--- config.mk ---
export PLATFORM = sky130hd
export DESIGN_NAME = cla_adder_pipe
export DESIGN_NICKNAME = d
export VERILOG_FILES = /design/src/rtl/cla_adder_pipe.sv
export SDC_FILE = /design/constraint.sdc
export NUM_CORES = 1
export LEC_CHECK = 0
export ABC_AREA = 0
export CAP_MARGIN = 20
export CORE_UTILIZATION = 39
export CTS_CLUSTER_SIZE = 20
export DETAILED_ROUTE_END_ITERATION = 8
export DONT_BUFFER_PORTS = 1
export GPL_TIMING_DRIVEN = 0
export PLACE_DENSITY = 0.53
export SLEW_MARGIN = 20
export SYNTH_ARGS = -nofsm -noshare
export SYNTH_HDL_FRONTEND = slang
export SYNTH_SLANG_ARGS = --single-unit
--- constraint.sdc ---
create_clock -name clk -period 3.5 [get_ports clk]
set_input_delay 0.525 -clock clk [delete_from_list [all_inputs] [get_ports clk]]
set_output_delay 0.525 -clock clk [all_outputs]
set_load 0.05 [all_outputs]
--- src/rtl/cla_adder_pipe.sv ---
// Pipelined carry-look-ahead adder/subtractor with valid/ready handshake.
// Each stage resolves NBLK/STAGES consecutive CLA groups, LSB groups first.
module cla_adder_pipe #(
    parameter int unsigned WIDTH  = 64,
    parameter int unsigned BLOCK  = 8,
    parameter int unsigned STAGES = 4
) (
    input  logic             clk,
    input  logic             rst_n,
    input  logic             in_valid,
    output logic             in_ready,
    input  logic [WIDTH-1:0] a,
    input  logic [WIDTH-1:0] b,
    input  logic             cin,
    input  logic             sub,
    output logic             out_valid,
    input  logic             out_ready,
    output logic [WIDTH-1:0] sum,
    output logic             cout,
    output logic             ovf,
    output logic             zero
);

    localparam int unsigned NBLK  = WIDTH / BLOCK;
    localparam int unsigned GPS   = NBLK / STAGES;
    localparam int unsigned SBITS = GPS * BLOCK;
    localparam int unsigned LAST  = STAGES - 1;

    // Flattened look-ahead carries of one group; c[0] is the group carry-in.
    function automatic logic [BLOCK:0] group_carries(
        input logic [BLOCK-1:0] x,
        input logic [BLOCK-1:0] y,
        input logic             ci
    );
        logic [BLOCK-1:0] p;
        logic [BLOCK-1:0] g;
        logic [BLOCK:0]   c;
        logic             term;
        p    = x ^ y;
        g    = x & y;
        c    = '0;
        c[0] = ci;
        for (int i = 0; i < int'(BLOCK); i++) begin
            term = ci;
            for (int j = 0; j <= i; j++) term &= p[j];
            c[i+1] = term;
            for (int j = 0; j <= i; j++) begin
                term = g[j];
                for (int k = j + 1; k <= i; k++) term &= p[k];
                c[i+1] |= term;
            end
        end
        return c;
    endfunction

    logic [STAGES-1:0] vld_q;
    logic [WIDTH-1:0]  sum_q [STAGES];
    logic [WIDTH-1:0]  a_q   [STAGES];
    logic [WIDTH-1:0]  be_q  [STAGES];
    logic [STAGES-1:0] c_q;
    logic              cm_q  [STAGES];
    logic              ovf_q;
    logic              zero_q;

    logic [WIDTH-1:0]  src_a   [STAGES];
    logic [WIDTH-1:0]  src_be  [STAGES];
    logic [WIDTH-1:0]  src_sum [STAGES];
    logic [STAGES-1:0] src_c;
    logic [STAGES-1:0] src_cm;
    logic [STAGES-1:0] src_v;
    logic [WIDTH-1:0]  nxt_sum [STAGES];
    logic [STAGES-1:0] nxt_c;
    logic [STAGES-1:0] nxt_cm;
    logic [STAGES-1:0] adv;

    // Backpressure chain: a stage moves when it is empty or its successor moves.
    always_comb begin
        adv       = '0;
        adv[LAST] = ~vld_q[LAST] | out_ready;
        for (int k = int'(STAGES) - 2; k >= 0; k--) begin
            adv[k] = ~vld_q[k] | adv[k+1];
        end
    end

    // Stage datapath: take the previous stage's skewed operands and carry,
    // resolve this stage's groups, pass the rest along.
    always_comb begin
        logic             c;
        logic             cm;
        logic [BLOCK:0]   cv;
        int unsigned      base;
        c    = 1'b0;
        cm   = 1'b0;
        cv   = '0;
        base = 0;
        src_a[0]   = a;
        src_be[0]  = b ^ {WIDTH{sub}};
        src_sum[0] = '0;
        src_c      = '0;
        src_cm     = '0;
        src_v      = '0;
        src_c[0]   = cin ^ sub;
        src_v[0]   = in_valid;
        for (int unsigned k = 1; k < STAGES; k++) begin
            src_a[k]   = a_q[k-1];
            src_be[k]  = be_q[k-1];
            src_sum[k] = sum_q[k-1];
            src_c[k]   = c_q[k-1];
            src_cm[k]  = cm_q[k-1];
            src_v[k]   = vld_q[k-1];
        end
        nxt_c  = '0;
        nxt_cm = '0;
        for (int unsigned k = 0; k < STAGES; k++) begin
            nxt_sum[k] = src_sum[k];
            c          = src_c[k];
            cm         = src_cm[k];
            for (int unsigned g = 0; g < GPS; g++) begin
                base = k * SBITS + g * BLOCK;
                cv   = group_carries(src_a[k][base +: BLOCK], src_be[k][base +: BLOCK], c);
                nxt_sum[k][base +: BLOCK] = src_a[k][base +: BLOCK] ^ src_be[k][base +: BLOCK]
                                            ^ cv[BLOCK-1:0];
                c = cv[BLOCK];
                if (base + BLOCK == WIDTH) cm = cv[BLOCK-1];
            end
            nxt_c[k]  = c;
            nxt_cm[k] = cm;
        end
    end

    // Pipeline registers; payload loads only with valid data so idle outputs stay put.
    always_ff @(posedge clk or negedge rst_n) begin
        if (!rst_n) begin
            vld_q  <= '0;
            c_q    <= '0;
            ovf_q  <= 1'b0;
            zero_q <= 1'b0;
            for (int unsigned k = 0; k < STAGES; k++) begin
                sum_q[k] <= '0;
                a_q[k]   <= '0;
                be_q[k]  <= '0;
                cm_q[k]  <= 1'b0;
            end
        end else begin
            for (int unsigned k = 0; k < STAGES; k++) begin
                if (adv[k]) begin
                    vld_q[k] <= src_v[k];
                    if (src_v[k]) begin
                        sum_q[k] <= nxt_sum[k];
                        a_q[k]   <= src_a[k];
                        be_q[k]  <= src_be[k];
                        c_q[k]   <= nxt_c[k];
                        cm_q[k]  <= nxt_cm[k];
                    end
                end
            end
            if (adv[LAST] && src_v[LAST]) begin
                ovf_q  <= nxt_cm[LAST] ^ nxt_c[LAST];
                zero_q <= ~|nxt_sum[LAST];
            end
        end
    end

    assign in_ready  = adv[0];
    assign out_valid = vld_q[LAST];
    assign sum       = sum_q[LAST];
    assign cout      = c_q[LAST];
    assign ovf       = ovf_q;
    assign zero      = zero_q;

endmodule

==> results.cfg <==
[floorplanning]
die_area_um2 = 42500
design.core.area_um2 = 41000
placementRows = 74
initial_core_util_pct = 39.7
die_w_um = 206
ios = 203
chipHeight_um = 206

[critical_path]
crit_path_end_kind = flip-flop
critPathRequiredTime_ns = 3.97
critical_path_class = reg2reg
rrSetupSlack_ns = -0.23
r2r_cells = 15
path_max_fanout = 4
arrival_ns = 4.20
rr_endpoint = zero
cp-start-kind = flip-flop
timing.rr.start = a_q[112]

[global_routing]
grt_pass1_wl_um = 61600
antenna_found_initial = 0
grt_use_total_pct = 19.3
grt_pass1_vias = 10468
grt_max_degree = 363
grt_overflow = 0

[yosys]
syn_area_um2 = 16300
synth_edf_count = 0
yosysSeqAreaShare_pct = 55.7
ys_ff_latch = 362
synthTopCellsByArea = dfrtp_1 (56%), mux2_2 (13%), nand2_1 (6.3%)
yosysTopAreaCell = dfrtp_1
post_synth_inst_count = 1369
synth_top_cell_area_share_pct = 55.7
ys_warn_count = 0
ys.flop_type = dfrtp_1
synth_nets = 1583
syn_area_per_cell_um2 = 11.9
synth_cell_type_count = 52
synthTopCellsByCount = dfrtp_1 (362), nand2_1 (272), mux2_2 (195)
synthArstFlopShare_pct = 100
synth_most_common_cell = dfrtp_1

[clock_tree]
clk_pin_slew_ns = 0.06
cts-root-buf = clkbuf_16
cts_sinks = 362
htree_levels = 2
cts_buffers = 41
clk_latency_ns = 0.56
cts.path.max_buffers = 3
cts_tree = done

[timing]
drv_slew = 40
setup_viol = 3
max_slew.worst_pin.slew_ns = 1.54
relSlewSlack_pct = -2.38
hold_slack_ns = -0.325
hold_violations = 310
post-route-min-period_ns = 3.73
clock.fmax_mhz = 268
clock_skew_ns = 0.0207
rsz0062_at_grt = true
timing.final.crit_share_pct = 107
setup_slack_ns = -0.235
setup-tns-final_ns = -0.274

[finish]
fin_nets = 1660
multi_input_area_um2 = 7150
fin_cells = 2008
seq_area_um2 = 9060
drive_gt1_share_pct = 25.9
nFillCells = 3831
postLayoutCellArea_um2 = 18900
areaGrowthSynthToFinish_pct = 16.1

[routing]
met1_length_um = 18000
via_per_inst = 5.05
top_layer = met4
met2WireLength_um = 19100
met3_length_um = 2190
vias = 10139
wirelength_um = 40100
first_iter_violations = 516
ant_nets = 0
wl_per_cell_um = 20.0
dr.pass1.iters = 6
route.detailed.drc = 32

[pwr]
power.density_nw_per_um2 = 899
ir_worst_vdd_mv = 0.351
p_leak_nw = 8.54
finalPower_mw = 17.0

[placement]
dp_cells = 1901
gp_congestion = 0.774
place_ws_ns = -0.822
post-dp-hpwl_um = 28100
placed_cell_area_um2 = 17000
port_buffers = 0

[min_path]
hold_class = in2async

[outcome]
status = finished with violations
violations = DRC, hold timing, slew limit, setup timing

[job]
cap_viol_max_count = 0
==> through the flow <==
stage / hold WS, ns / util (%)
after CTS: -0.354 / 45.4
final: -0.325 / 46.1
after floorplan: 0.229 / -
after detailed placement: 0.250 / 41.5
after global placement: 0.249 / 41.5
after global routing: -0.359 / 46.1
==> cell type report <==
cell class / count / area share, %
antenna: 1 / 0.0132
multi-input combinational: 924 / 37.8
clock buffer: 63 / 6.61
clock inverter: 9 / 0.444
sequential: 362 / 47.9
timing repair buffer: 34 / 1.37
inverter: 21 / 0.417
buffer: 62 / 1.84
tap: 532 / 3.52
==> logic make-up after synthesis <==
family / synth area share [%]
mux: 13.6
simple gates: 9.00
flops: 55.7
compound gates: 7.28
buf+inv: 2.38
xor+xnor: 5.60
fa+ha+maj: 6.52
==> layer usage <==
metal,up-vias,GRT usage [%]
met4,0,5.62
met3,39,4.37
li1,4863,-
met1,5060,25.4
met5,-,0
met2,177,31.6
==> report_power, final <==
part           internal [mW]  leakage, nW  switching [mW]
logic                   2.36         3.52            2.38
clock network           2.53        0.659            1.70
registers               5.60         4.36            2.43
total                   10.5         8.54            6.51
==> worst max-delay path, stage by stage, from the launching register on <==
cell and delay (ns):
dfrtp_1 0.38, ha_1 0.30, ha_2 0.17, or3_4 0.34, a21oi_4 0.19, o21ai_4 0.10, o21ai_2 0.15, a21oi_2 0.08
or2_4 0.25, fa_2 0.48, nor4_2 0.16, nand4_1 0.18, nor4_4 0.30, and4_1 0.23, o2111ai_1 0.12, o31ai_1 0.20
==> worst max-delay path by stage <==
stage / startpoint / endpoint / slack, ns
2_1_floorplan: sub / nxt_sum[143] / -0.48
3_3_place_gp: sub / nxt_sum[143] / -0.78
3_5_place_dp: sub / nxt_sum[143] / -0.82
4_1_cts: a_q[112] / zero / -0.32
5_1_grt: a_q[112] / zero / -0.35
6_report: a_q[112] / zero / -0.23
==> registers in the layout, summed over array words and instances (netlist names) <==
name,flops
vld_q,4
nxt_sum,96
a_q,96
c_q,4
zero,1
be_q,96
sum,64
ovf,1
==> what timing repair did <==
item                                    4_1_cts  5_1_grt
pin swaps                                    29       38
gates resized for setup                      26       33
setup buffers                                18       16
hold endpoints to repair                    362      362
gates cloned                                  0        0
endpoints found under the setup margin      120      108
==> cell usage in the layout, fill, tap and decap left out, types with 6 or more instances in the layout <==
cell | netlist | layout
a21o_1 | 12 | 12
a21oi_1 | 21 | 14
a21oi_2 | 1 | 7
buf_2 | 24 | 21
buf_4 | 10 | 44
clkbuf_1 | 24 | 33
clkbuf_16 | 0 | 42
clkbuf_8 | 0 | 12
clkinv_2 | 0 | 6
dfrtp_1 | 362 | 362
fa_1 | 8 | 7
ha_1 | 72 | 64
inv_1 | 21 | 21
mux2_2 | 195 | 195
nand2_1 | 272 | 269
nand2b_1 | 7 | 7
nor2_1 | 15 | 15
nor3_1 | 16 | 15
nor4_1 | 13 | 10
o21a_1 | 16 | 16
o21ai_0 | 93 | 87
o31ai_1 | 16 | 15
xnor2_1 | 71 | 67
xor2_1 | 33 | 32
No activity file was read; power rests on OpenSTA's default activity.
